### src/rtl/skin_bbox_tracker_if.sv
// Video pixel and timing bundle carried into and out of the skin bounding-box tracker.
// The "i" side is the incoming stream, the "o" side is the overlaid stream one cycle later.
interface skin_bbox_tracker_if;
  logic [7:0] iR;
  logic [7:0] iG;
  logic [7:0] iB;
  logic       iMask;
  logic       iHSync;
  logic       iVSync;
  logic       iLineValid;
  logic       iFrameValid;
  logic [7:0] oR;
  logic [7:0] oG;
  logic [7:0] oB;
  logic       oHSync;
  logic       oVSync;
  logic       oLineValid;
  logic       oFrameValid;

  // Video source / sink side (drives the input stream, observes the output stream)
  modport master (
    output iR, iG, iB, iMask, iHSync, iVSync, iLineValid, iFrameValid,
    input  oR, oG, oB, oHSync, oVSync, oLineValid, oFrameValid
  );

  // Tracker side
  modport slave (
    input  iR, iG, iB, iMask, iHSync, iVSync, iLineValid, iFrameValid,
    output oR, oG, oB, oHSync, oVSync, oLineValid, oFrameValid
  );
endinterface

### src/rtl/skin_bbox_tracker.sv
// Skin bounding-box tracker: accumulates the bounding box and pixel count of mask
// pixels over a frame, latches it at frame end, and draws the latched box outline
// onto the following frames. Video and timing are delayed by exactly one cycle.
module skin_bbox_tracker #(
  parameter int          MIN_PIXELS = 16,
  parameter logic [23:0] BOX_RGB    = 24'hFF0000,
  parameter int          XW         = 11,
  parameter int          YW         = 10,
  parameter int          CW         = 20
) (
  input  logic                   iClk,
  input  logic                   iRst,
  skin_bbox_tracker_if.slave     vid,
  output logic                   oBoxValid,
  output logic [XW-1:0]          oXMin,
  output logic [XW-1:0]          oXMax,
  output logic [YW-1:0]          oYMin,
  output logic [YW-1:0]          oYMax,
  output logic [CW-1:0]          oCount
);

  typedef enum logic [1:0] {
    ST_IDLE  = 2'd0,
    ST_ACCUM = 2'd1,
    ST_LATCH = 2'd2
  } state_t;

  localparam logic [XW-1:0] X_ALL   = {XW{1'b1}};
  localparam logic [YW-1:0] Y_ALL   = {YW{1'b1}};
  localparam logic [CW-1:0] C_ALL   = {CW{1'b1}};
  localparam logic [CW-1:0] MIN_CNT = CW'(MIN_PIXELS);

  state_t        state_q, state_d;
  logic          fv_prev_q, lv_prev_q;
  logic [XW-1:0] x_q, x_d;
  logic [YW-1:0] y_q, y_d;
  logic [XW-1:0] run_xmin_q, run_xmin_d, run_xmax_q, run_xmax_d;
  logic [YW-1:0] run_ymin_q, run_ymin_d, run_ymax_q, run_ymax_d;
  logic [CW-1:0] run_cnt_q, run_cnt_d;
  logic          box_valid_q, box_valid_d;
  logic [XW-1:0] box_xmin_q, box_xmin_d, box_xmax_q, box_xmax_d;
  logic [YW-1:0] box_ymin_q, box_ymin_d, box_ymax_q, box_ymax_d;
  logic [CW-1:0] box_cnt_q, box_cnt_d;
  logic [23:0]   pix_q, pix_d;
  logic [3:0]    tim_q;

  logic active_s, fv_rise_s, fv_fall_s, lv_fall_s, start_s, accum_s, hit_s;
  logic on_row_s, on_col_s, overlay_s;

  assign active_s  = vid.iFrameValid & vid.iLineValid;
  assign fv_rise_s = ~fv_prev_q & vid.iFrameValid;
  assign fv_fall_s = fv_prev_q & ~vid.iFrameValid;
  assign lv_fall_s = lv_prev_q & ~vid.iLineValid;
  // A new frame may also start in the latch cycle; the latch reads the old
  // running values while the running registers are re-initialised.
  assign start_s   = fv_rise_s & (state_q != ST_ACCUM);
  assign accum_s   = start_s | (state_q == ST_ACCUM);
  assign hit_s     = accum_s & active_s & vid.iMask;

  // Column/row position of the pixel currently on the input
  always_comb begin
    x_d = x_q;
    y_d = y_q;
    if (active_s) begin
      if (x_q != X_ALL) x_d = x_q + 1'b1;
      else              x_d = x_q;
    end else if (!vid.iLineValid) begin
      x_d = '0;
    end else begin
      x_d = x_q;
    end
    if (!vid.iFrameValid) begin
      y_d = '0;
    end else if (lv_fall_s && (y_q != Y_ALL)) begin
      y_d = y_q + 1'b1;
    end else begin
      y_d = y_q;
    end
  end

  // Frame FSM next state
  always_comb begin
    state_d = state_q;
    case (state_q)
      ST_IDLE: begin
        if (fv_rise_s) state_d = ST_ACCUM;
        else           state_d = ST_IDLE;
      end
      ST_ACCUM: begin
        if (fv_fall_s) state_d = ST_LATCH;
        else           state_d = ST_ACCUM;
      end
      ST_LATCH: begin
        if (fv_rise_s) state_d = ST_ACCUM;
        else           state_d = ST_IDLE;
      end
      default: state_d = ST_IDLE;
    endcase
  end

  // Running bounding box and count for the frame in progress
  always_comb begin
    if (start_s) begin
      run_xmin_d = X_ALL;
      run_xmax_d = '0;
      run_ymin_d = Y_ALL;
      run_ymax_d = '0;
      run_cnt_d  = '0;
    end else begin
      run_xmin_d = run_xmin_q;
      run_xmax_d = run_xmax_q;
      run_ymin_d = run_ymin_q;
      run_ymax_d = run_ymax_q;
      run_cnt_d  = run_cnt_q;
    end
    if (hit_s) begin
      if (x_q < run_xmin_d) run_xmin_d = x_q;
      else                  run_xmin_d = run_xmin_d;
      if (x_q > run_xmax_d) run_xmax_d = x_q;
      else                  run_xmax_d = run_xmax_d;
      if (y_q < run_ymin_d) run_ymin_d = y_q;
      else                  run_ymin_d = run_ymin_d;
      if (y_q > run_ymax_d) run_ymax_d = y_q;
      else                  run_ymax_d = run_ymax_d;
      if (run_cnt_d != C_ALL) run_cnt_d = run_cnt_d + 1'b1;
      else                    run_cnt_d = run_cnt_d;
    end else begin
      run_cnt_d = run_cnt_d;
    end
  end

  // Latched result, updated only in the latch cycle
  always_comb begin
    box_valid_d = box_valid_q;
    box_xmin_d  = box_xmin_q;
    box_xmax_d  = box_xmax_q;
    box_ymin_d  = box_ymin_q;
    box_ymax_d  = box_ymax_q;
    box_cnt_d   = box_cnt_q;
    if (state_q == ST_LATCH) begin
      box_cnt_d = run_cnt_q;
      if (run_cnt_q >= MIN_CNT) begin
        box_valid_d = 1'b1;
        box_xmin_d  = run_xmin_q;
        box_xmax_d  = run_xmax_q;
        box_ymin_d  = run_ymin_q;
        box_ymax_d  = run_ymax_q;
      end else begin
        box_valid_d = 1'b0;
      end
    end else begin
      box_cnt_d = box_cnt_q;
    end
  end

  // Overlay decision against the box of the last completed frame
  always_comb begin
    on_row_s  = ((y_q == box_ymin_q) || (y_q == box_ymax_q)) &&
                (x_q >= box_xmin_q) && (x_q <= box_xmax_q);
    on_col_s  = ((x_q == box_xmin_q) || (x_q == box_xmax_q)) &&
                (y_q >= box_ymin_q) && (y_q <= box_ymax_q);
    overlay_s = box_valid_q & active_s & (on_row_s | on_col_s);
    if (overlay_s) pix_d = BOX_RGB;
    else           pix_d = {vid.iR, vid.iG, vid.iB};
  end

  // State, counters and output registers
  always_ff @(posedge iClk) begin
    if (!iRst) begin
      state_q     <= ST_IDLE;
      // Sample frame-valid so a frame already running at reset release is not seen as a new one
      fv_prev_q   <= vid.iFrameValid;
      lv_prev_q   <= 1'b0;
      x_q         <= '0;
      y_q         <= '0;
      run_xmin_q  <= '0;
      run_xmax_q  <= '0;
      run_ymin_q  <= '0;
      run_ymax_q  <= '0;
      run_cnt_q   <= '0;
      box_valid_q <= 1'b0;
      box_xmin_q  <= '0;
      box_xmax_q  <= '0;
      box_ymin_q  <= '0;
      box_ymax_q  <= '0;
      box_cnt_q   <= '0;
      pix_q       <= 24'h000000;
      tim_q       <= 4'b0000;
    end else begin
      state_q     <= state_d;
      fv_prev_q   <= vid.iFrameValid;
      lv_prev_q   <= vid.iLineValid;
      x_q         <= x_d;
      y_q         <= y_d;
      run_xmin_q  <= run_xmin_d;
      run_xmax_q  <= run_xmax_d;
      run_ymin_q  <= run_ymin_d;
      run_ymax_q  <= run_ymax_d;
      run_cnt_q   <= run_cnt_d;
      box_valid_q <= box_valid_d;
      box_xmin_q  <= box_xmin_d;
      box_xmax_q  <= box_xmax_d;
      box_ymin_q  <= box_ymin_d;
      box_ymax_q  <= box_ymax_d;
      box_cnt_q   <= box_cnt_d;
      pix_q       <= pix_d;
      tim_q       <= {vid.iHSync, vid.iVSync, vid.iLineValid, vid.iFrameValid};
    end
  end

  assign vid.oR          = pix_q[23:16];
  assign vid.oG          = pix_q[15:8];
  assign vid.oB          = pix_q[7:0];
  assign vid.oHSync      = tim_q[3];
  assign vid.oVSync      = tim_q[2];
  assign vid.oLineValid  = tim_q[1];
  assign vid.oFrameValid = tim_q[0];
  assign oBoxValid       = box_valid_q;
  assign oXMin           = box_xmin_q;
  assign oXMax           = box_xmax_q;
  assign oYMin           = box_ymin_q;
  assign oYMax           = box_ymax_q;
  assign oCount          = box_cnt_q;

endmodule

### src/flat_wrapper.sv
// flat-port wrapper written by rule: the top's interface ports become plain ports
module skin_bbox_tracker_flat 
#(
  parameter int          MIN_PIXELS = 16,
  parameter logic [23:0] BOX_RGB    = 24'hFF0000,
  parameter int          XW         = 11,
  parameter int          YW         = 10,
  parameter int          CW         = 20
)
  (iClk, iRst, oBoxValid, oXMin, oXMax, oYMin, oYMax, oCount, vid_iR, vid_iG, vid_iB, vid_iMask, vid_iHSync, vid_iVSync, vid_iLineValid, vid_iFrameValid, vid_oR, vid_oG, vid_oB, vid_oHSync, vid_oVSync, vid_oLineValid, vid_oFrameValid);
  skin_bbox_tracker_if vid_i ();
  input  logic iClk;
  input  logic iRst;
  output logic oBoxValid;
  output logic [XW-1:0] oXMin;
  output logic [XW-1:0] oXMax;
  output logic [YW-1:0] oYMin;
  output logic [YW-1:0] oYMax;
  output logic [CW-1:0] oCount;
  input wire logic [$bits(vid_i.iR)-1:0] vid_iR;
  input wire logic [$bits(vid_i.iG)-1:0] vid_iG;
  input wire logic [$bits(vid_i.iB)-1:0] vid_iB;
  input wire logic [$bits(vid_i.iMask)-1:0] vid_iMask;
  input wire logic [$bits(vid_i.iHSync)-1:0] vid_iHSync;
  input wire logic [$bits(vid_i.iVSync)-1:0] vid_iVSync;
  input wire logic [$bits(vid_i.iLineValid)-1:0] vid_iLineValid;
  input wire logic [$bits(vid_i.iFrameValid)-1:0] vid_iFrameValid;
  output wire logic [$bits(vid_i.oR)-1:0] vid_oR;
  output wire logic [$bits(vid_i.oG)-1:0] vid_oG;
  output wire logic [$bits(vid_i.oB)-1:0] vid_oB;
  output wire logic [$bits(vid_i.oHSync)-1:0] vid_oHSync;
  output wire logic [$bits(vid_i.oVSync)-1:0] vid_oVSync;
  output wire logic [$bits(vid_i.oLineValid)-1:0] vid_oLineValid;
  output wire logic [$bits(vid_i.oFrameValid)-1:0] vid_oFrameValid;
  assign vid_i.iR = vid_iR;
  assign vid_i.iG = vid_iG;
  assign vid_i.iB = vid_iB;
  assign vid_i.iMask = vid_iMask;
  assign vid_i.iHSync = vid_iHSync;
  assign vid_i.iVSync = vid_iVSync;
  assign vid_i.iLineValid = vid_iLineValid;
  assign vid_i.iFrameValid = vid_iFrameValid;
  assign vid_oR = vid_i.oR;
  assign vid_oG = vid_i.oG;
  assign vid_oB = vid_i.oB;
  assign vid_oHSync = vid_i.oHSync;
  assign vid_oVSync = vid_i.oVSync;
  assign vid_oLineValid = vid_i.oLineValid;
  assign vid_oFrameValid = vid_i.oFrameValid;
  skin_bbox_tracker #(.MIN_PIXELS(MIN_PIXELS), .BOX_RGB(BOX_RGB), .XW(XW), .YW(YW), .CW(CW)) u_core (.iClk(iClk), .iRst(iRst), .vid(vid_i), .oBoxValid(oBoxValid), .oXMin(oXMin), .oXMax(oXMax), .oYMin(oYMin), .oYMax(oYMax), .oCount(oCount));
endmodule
### config.mk
export PLATFORM = sky130hd
export DESIGN_NAME = skin_bbox_tracker_flat
export DESIGN_NICKNAME = d
export VERILOG_FILES = /design/src/rtl/skin_bbox_tracker_if.sv /design/src/rtl/skin_bbox_tracker.sv /design/src/flat_wrapper.sv
export SDC_FILE = /design/constraint.sdc
export NUM_CORES = 1
export LEC_CHECK = 0
export CAP_MARGIN = 20
export CORE_ASPECT_RATIO = 0.75
export CORE_MARGIN = 2
export CORE_UTILIZATION = 40
export DETAILED_ROUTE_END_ITERATION = 6
export PLACE_DENSITY = 0.68
export SETUP_SLACK_MARGIN = 0.02
export SYNTH_ARGS = -nofsm -noshare
export SYNTH_HDL_FRONTEND = slang
export SYNTH_SLANG_ARGS = --single-unit
### constraint.sdc
create_clock -name iClk -period 3.5 [get_ports iClk]
set_input_delay 0.35 -clock iClk [delete_from_list [all_inputs] [get_ports iClk]]
set_output_delay 0.35 -clock iClk [all_outputs]
set_load 0.02 [all_outputs]
# Yosys cells after proc, flatten, opt, wreduce, memory -nomap -nowiden
# Cells that the tools add are included.
# totals
elab_cells	94
ff_bits	178
out_inout_bits	91
input_bits	31
# classes
eq_ne	12
add_sub_neg	3
order_cmp	9
reduce_logical	13
bitwise_logic	15
mux	23
# ops
operator	count
two-way mux 11 bit	9
two-way mux 10 bit	6
two-way mux 20 bit	3
two-way mux 24 bit	1
equality test 11 bit	2
adder 20 x 1 -> 20 bit, second input constant	1
equality test 10 bit	2
greater-or-equal comparator 20 x 5 -> 1 bit, second input constant	1
!= test 20 bit, second input constant	1
adder 11 x 1 -> 11 bit, second input constant	1
greater-or-equal comparator 11 bit	1
> comparator 11 bit	1
<= comparator 11 bit	1
< comparator 11 bit	1
!= test 11 bit, second input constant	1
adder 10 x 1 -> 10 bit, second input constant	1
greater-or-equal comparator 10 bit	1
> comparator 10 bit	1
<= comparator 10 bit	1
< comparator 10 bit	1
!= test 10 bit, second input constant	1
AND 1 bit	9
AND reduction 2 bit	3
logical AND 1 bit	5
other kinds (12)	20

# Longest topological paths before layout
# logic_depth
word_depth	7
ltp_mapped	14
depth_no_buf	10

# Least setup slack after synthesis
# No wires, ideal clock.
# synth_path
kind	input to register
startpoint	in vid_iFrameValid
endpoint	reg u_core.run_ymax_q[0]
slack_ns	0.445
required_ns	3.428
stages	14
setup_time_ns	0.072
path_buffers	4
arrival_ns	2.983
cell_sequence	buf_2 nor2b_1 nand2_1 clkbuf_1 clkbuf_1 nand2_1 ha_1 a21o_1 a21o_1 a221oi_1 o21ai_0 o211ai_1 buf_2 mux2i_1
# synth_between
elab_chain_len	6
word_cells_on_any_way	10
classes_between	order compare: 1; mux: 3; bitwise: 6
# synth_rtl
item	line_no	source
from (decl)	flat_wrapper.sv:27	input wire logic [$bits(vid_i.iFrameValid)-1:0] vid_iFrameValid;
AND 1 bit	skin_bbox_tracker.sv:51	assign fv_rise_s = ~fv_prev_q & vid.iFrameValid;
AND 1 bit	skin_bbox_tracker.sv:56	assign start_s = fv_rise_s & (state_q != ST_ACCUM);
two-way mux 10 bit / bitwise OR 1 bit (equally long branches)	skin_bbox_tracker.sv:103, skin_bbox_tracker.sv:57	
> comparator 10 bit / AND 1 bit (equally long branches)	skin_bbox_tracker.sv:123, skin_bbox_tracker.sv:58	
two-way mux 10 bit / AND 1 bit (equally long branches)	skin_bbox_tracker.sv:123, skin_bbox_tracker.sv:58	
two-way mux 10 bit (*)	skin_bbox_tracker.sv:116	if (hit_s) begin
to (signal assigned)	skin_bbox_tracker.sv:198	run_ymax_q <= run_ymax_d;
to (decl)	skin_bbox_tracker.sv:38	logic [YW-1:0] run_ymin_q, run_ymin_d, run_ymax_q, run_ymax_d;
# Every way passes the cells marked *; elsewhere a longest branch is shown, timed or not.
# A chain may end at the register's enable or synchronous reset.

# Worst setup path after layout
# layout_path
startpoint	in vid_iFrameValid
endpoint	reg u_core.run_xmin_q[5]
# layout_between
elab_chain_len	6
word_cells_on_any_way	10
classes_between	order compare: 1; mux: 3; bitwise: 6
# layout_rtl
item	line_no	source
AND 1 bit	skin_bbox_tracker.sv:51	
AND 1 bit	skin_bbox_tracker.sv:56	
two-way mux 11 bit / bitwise OR 1 bit (equally long branches)	skin_bbox_tracker.sv:103, skin_bbox_tracker.sv:57	
< comparator 11 bit / AND 1 bit (equally long branches)	skin_bbox_tracker.sv:117, skin_bbox_tracker.sv:58	
two-way mux 11 bit / AND 1 bit (equally long branches)	skin_bbox_tracker.sv:117, skin_bbox_tracker.sv:58	
two-way mux 11 bit (*)	skin_bbox_tracker.sv:116	
to (signal assigned)	skin_bbox_tracker.sv:195	run_xmin_q <= run_xmin_d;
to (decl)	skin_bbox_tracker.sv:37	logic [XW-1:0] run_xmin_q, run_xmin_d, run_xmax_q, run_xmax_d;
# Marked as above.

==> impl_metrics.tcl <==
set metrics [dict create \
    synth_top_cell_area_share 0.391 \
    holdWs_ns 0.379 \
    grt_max_degree 58 \
    grt_pass1_vias 7458 \
    fp.dieH_um 134 \
    clockRootBuffer "clkbuf_16" \
    arrival_ns 3.09 \
    p_per_area_nw_per_um2 378 \
    whs_endpoint "u_core.oXMax[10]$_SDFFE_PN0P_" \
    dp_hpwl_mm 17.6 \
    synth_top_cells_by_count "234 x nand2_1, 177 x dfxtp_1, 85 x ha_1" \
    crit_path_start_kind "input pin" \
    grt_overflow 0 \
    io_buffers 121 \
    syn_to_final_growth_pct 23.8 \
    tightestPinTransition_ns 0.823 \
    num-nets-final 1301 \
    ctsHoldBuffers 0 \
    synth_nets 1186 \
    clock_latency_ns 0.44 \
    synth_area_leader_cell "dfxtp_1" \
    pwr-share-seq 0.490 \
    fin_crit_ns 2.72 \
    post-route-util 0.506 \
    peakVddDrop_mv 0.303 \
    clock.fmax_mhz 367 \
    comb_power_share 0.068 \
    placed_cell_area_um2 10700 \
    power_mw 4.24 \
    track_usage 0.211 \
    worst-path-stages 14 \
    min_path_type "in -> reg" \
    clock_path_buffers 2 \
    crit_chain "clkdlybuf4s50_1 -> buf_4 -> nand2b_2 -> nor2_2 -> buf_12 -> nor2_1 -> ha_1 -> a21o_1 -> a21o_1 -> a21oi_1 -> nor2_1 -> nor3_2 -> buf_4 -> mux2i_1" \
    placed_cells 1460 \
    finalHoldViolations 0 \
    crit_required_ns 3.86 \
    io_pins 122 \
    drc_errors 0 \
    cts_sinks 177 \
    r2r_end "u_core.pix_q[19]$_SDFF_PN0_" \
    avgRoutedWirePerCell_um 16.3 \
    critPathTopFamily "buffers and inverters" \
    coreArea_um2 22200 \
    numCtsBuffers 17 \
    clockPowerShare 0.442 \
    ant_nets 0 \
    rrSetupSlack_ns 0.78 \
    clock_skew_ns 0.0178 \
    outcome "finished clean" \
    fp.dieW_um 178 \
    layout-drive-gt1-share 0.0659 \
    synth_ff_type "dfxtp_1" \
    cts_htree_levels 4 \
    p_leak_nw 4.22 \
    synthArstFlopShare 0 \
    postCtsSetupRepairBufs 0 \
    yosys-top-cells-area "dfxtp_1 39%, ha_1 12%, nand2_1 9.7%, mux2i_1 4.5%, a21boi_0 3.4%" \
    initial_core_util 0.409 \
    max_cap_viol_count 0 \
    min_period_over_period 0.778 \
    route.vias.total 7745 \
    yosys_warnings 0 \
    internal_power_mw 3.19 \
    hold-path-cell-count 2 \
    yosys_register_bits 177 \
    rsz0062_at_grt "no" \
    end_kind "flip-flop" \
    antenna_found_initial 0 \
    setup_ws_ns 0.778 \
    fin_cells 1492 \
    place_ws_ns 0.353 \
    post_cts_resized 0 \
    cts_tree "yes" \
    antenna_cells 0 \
    grt_pass1_wl_mm 39.4 \
    path_class "in -> reg" \
    first_pass_iters 5 \
    slowest_stage "clkdlybuf4s50_1" \
    synth.avg_cell_area_um2 8.47 \
    yosysSeqAreaShare 0.391 \
    postSynthCellCount 1070 \
    yosysUniqueCellTypes 60 \
    gp_congestion 0.887 \
    wl_mm 24.3 \
    worstPathMaxFanout 41 \
    switchingPower_mw 1.05 \
    cp_slowest_stage_delay_ns 0.53 \
    r2r_cells 7 \
    fin_tns_setup_ns 0 \
    clk_pin_slew_worst_paths_ns 0.08 \
    slew_violations 0 \
    r2r-start "u_core.x_q[5]$_SDFFE_PN0P_" \
    slew_headroom 0.451 \
    p_sw_frac 0.248 \
    synth.most_common_cell "nand2_1" \
    via_per_inst 5.19 \
    rows 47 \
    drt_iter0_drc 494 \
    die_area_um2 23900 \
    min-delay-start "iRst" \
    synth_edf_count 0 \
    stdcell_area_um2 11200 \
    worst-path-buf-inv 4 \
    setup_viol 0 \
    syn_area_um2 9060 \
]
[worst register-to-register path: cells and delay by family, from the launching register on]
kind / cells / cell delay (ns)
fa+ha+maj: 1 / 0.36
compound gates: 6 / 1.68
flops: 1 / 0.62
[worst max-delay path by stage]
stage | from | endpoint
after floorplan | vid_iFrameValid | u_core.run_ymax_q[0]$_SDFF_PN0_
after global placement | vid_iFrameValid | u_core.run_xmin_q[9]$_SDFF_PN0_
after detailed placement | vid_iFrameValid | u_core.run_xmin_q[8]$_SDFF_PN0_
after CTS | u_core.x_q[8]$_SDFFE_PN0P_ | u_core.pix_q[19]$_SDFF_PN0_
after global routing | vid_iFrameValid | u_core.run_xmin_q[2]$_SDFF_PN0_
final | vid_iFrameValid | u_core.run_xmin_q[5]$_SDFF_PN0_
[kinds of logic after synthesis]
kind of cell | after synthesis | synth area share
XOR/XNOR | 33 | 0.0319
AO/OA/AOI/OAI | 193 | 0.151
flip-flops | 177 | 0.391
AND/OR/NAND/NOR | 432 | 0.215
adder cells (fa/ha/maj) | 85 | 0.117
buffers and inverters | 109 | 0.0491
multiplexers | 41 | 0.0453
[layer usage]
| layer | track usage | wire length [um] |
|---|---|---|
| met5 | 0 | 0 |
| met4 | 0.0619 | 333 |
| met3 | 0.0414 | 1110 |
| met2 | 0.318 | 10600 |
| met1 | 0.303 | 12300 |
[area by class of cell]
type | instances | area, um^2
Clock buffer | 19 | 443
Inverter | 58 | 218
Tap cell | 294 | 368
Timing Repair Buffer | 147 | 1420
Sequential cell | 177 | 3540
Multi-Input combinational cell | 784 | 5110
Clock inverter | 13 | 126
Fill cell | 2120 | 10900
[power by group through the flow]
stage          registers [mW]  clock network (mW)  logic (mW)
2_1_floorplan            2.14                   0       0.148
3_3_place_gp             2.12                   0       0.282
3_5_place_dp             2.12                   0       0.288
4_1_cts                  2.08                1.92       0.289
5_1_grt                  2.08                2.01       0.316
6_report                 2.08                1.88       0.288
[flip-flops by register name, summed over array words and instances, names as in the netlist, 11 cells and up]
| register | count |
|---|---|
| u_core.oCount | 20 |
| u_core.oXMax | 11 |
| u_core.oXMin | 11 |
| u_core.pix_q | 24 |
| u_core.run_cnt_q | 20 |
| u_core.run_xmax_q | 11 |
| u_core.run_xmin_q | 11 |
| u_core.x_q | 11 |
[cell usage in the layout, fill, tap and decap left out, drive strengths merged, types with 2 or more instances in the layout]
cell type and instances:
nand2 234, dfxtp 177, clkdlybuf4s50 120, ha 85, nor2 79, a21boi 64, inv 63, o21ai 43
mux2i 41, buf 27, nand3 23, xnor2 23, nand4 23, a21o 22, a21oi 22, clkbuf 19
and2 18, nor3 13, nor4 12, a211oi 11, xor2 10, nand2b 8, nor2b 6, o211ai 5
a31oi 4, and3 4, clkinvlp 4, and4 4, o21bai 3, a2111oi 3, a41oi 3, clkinv 3
or3 2, nand3b 2, o2111ai 2, o31ai 2, a221oi 2, o2bb2ai 2
No activity file was read; power rests on OpenSTA's default activity.
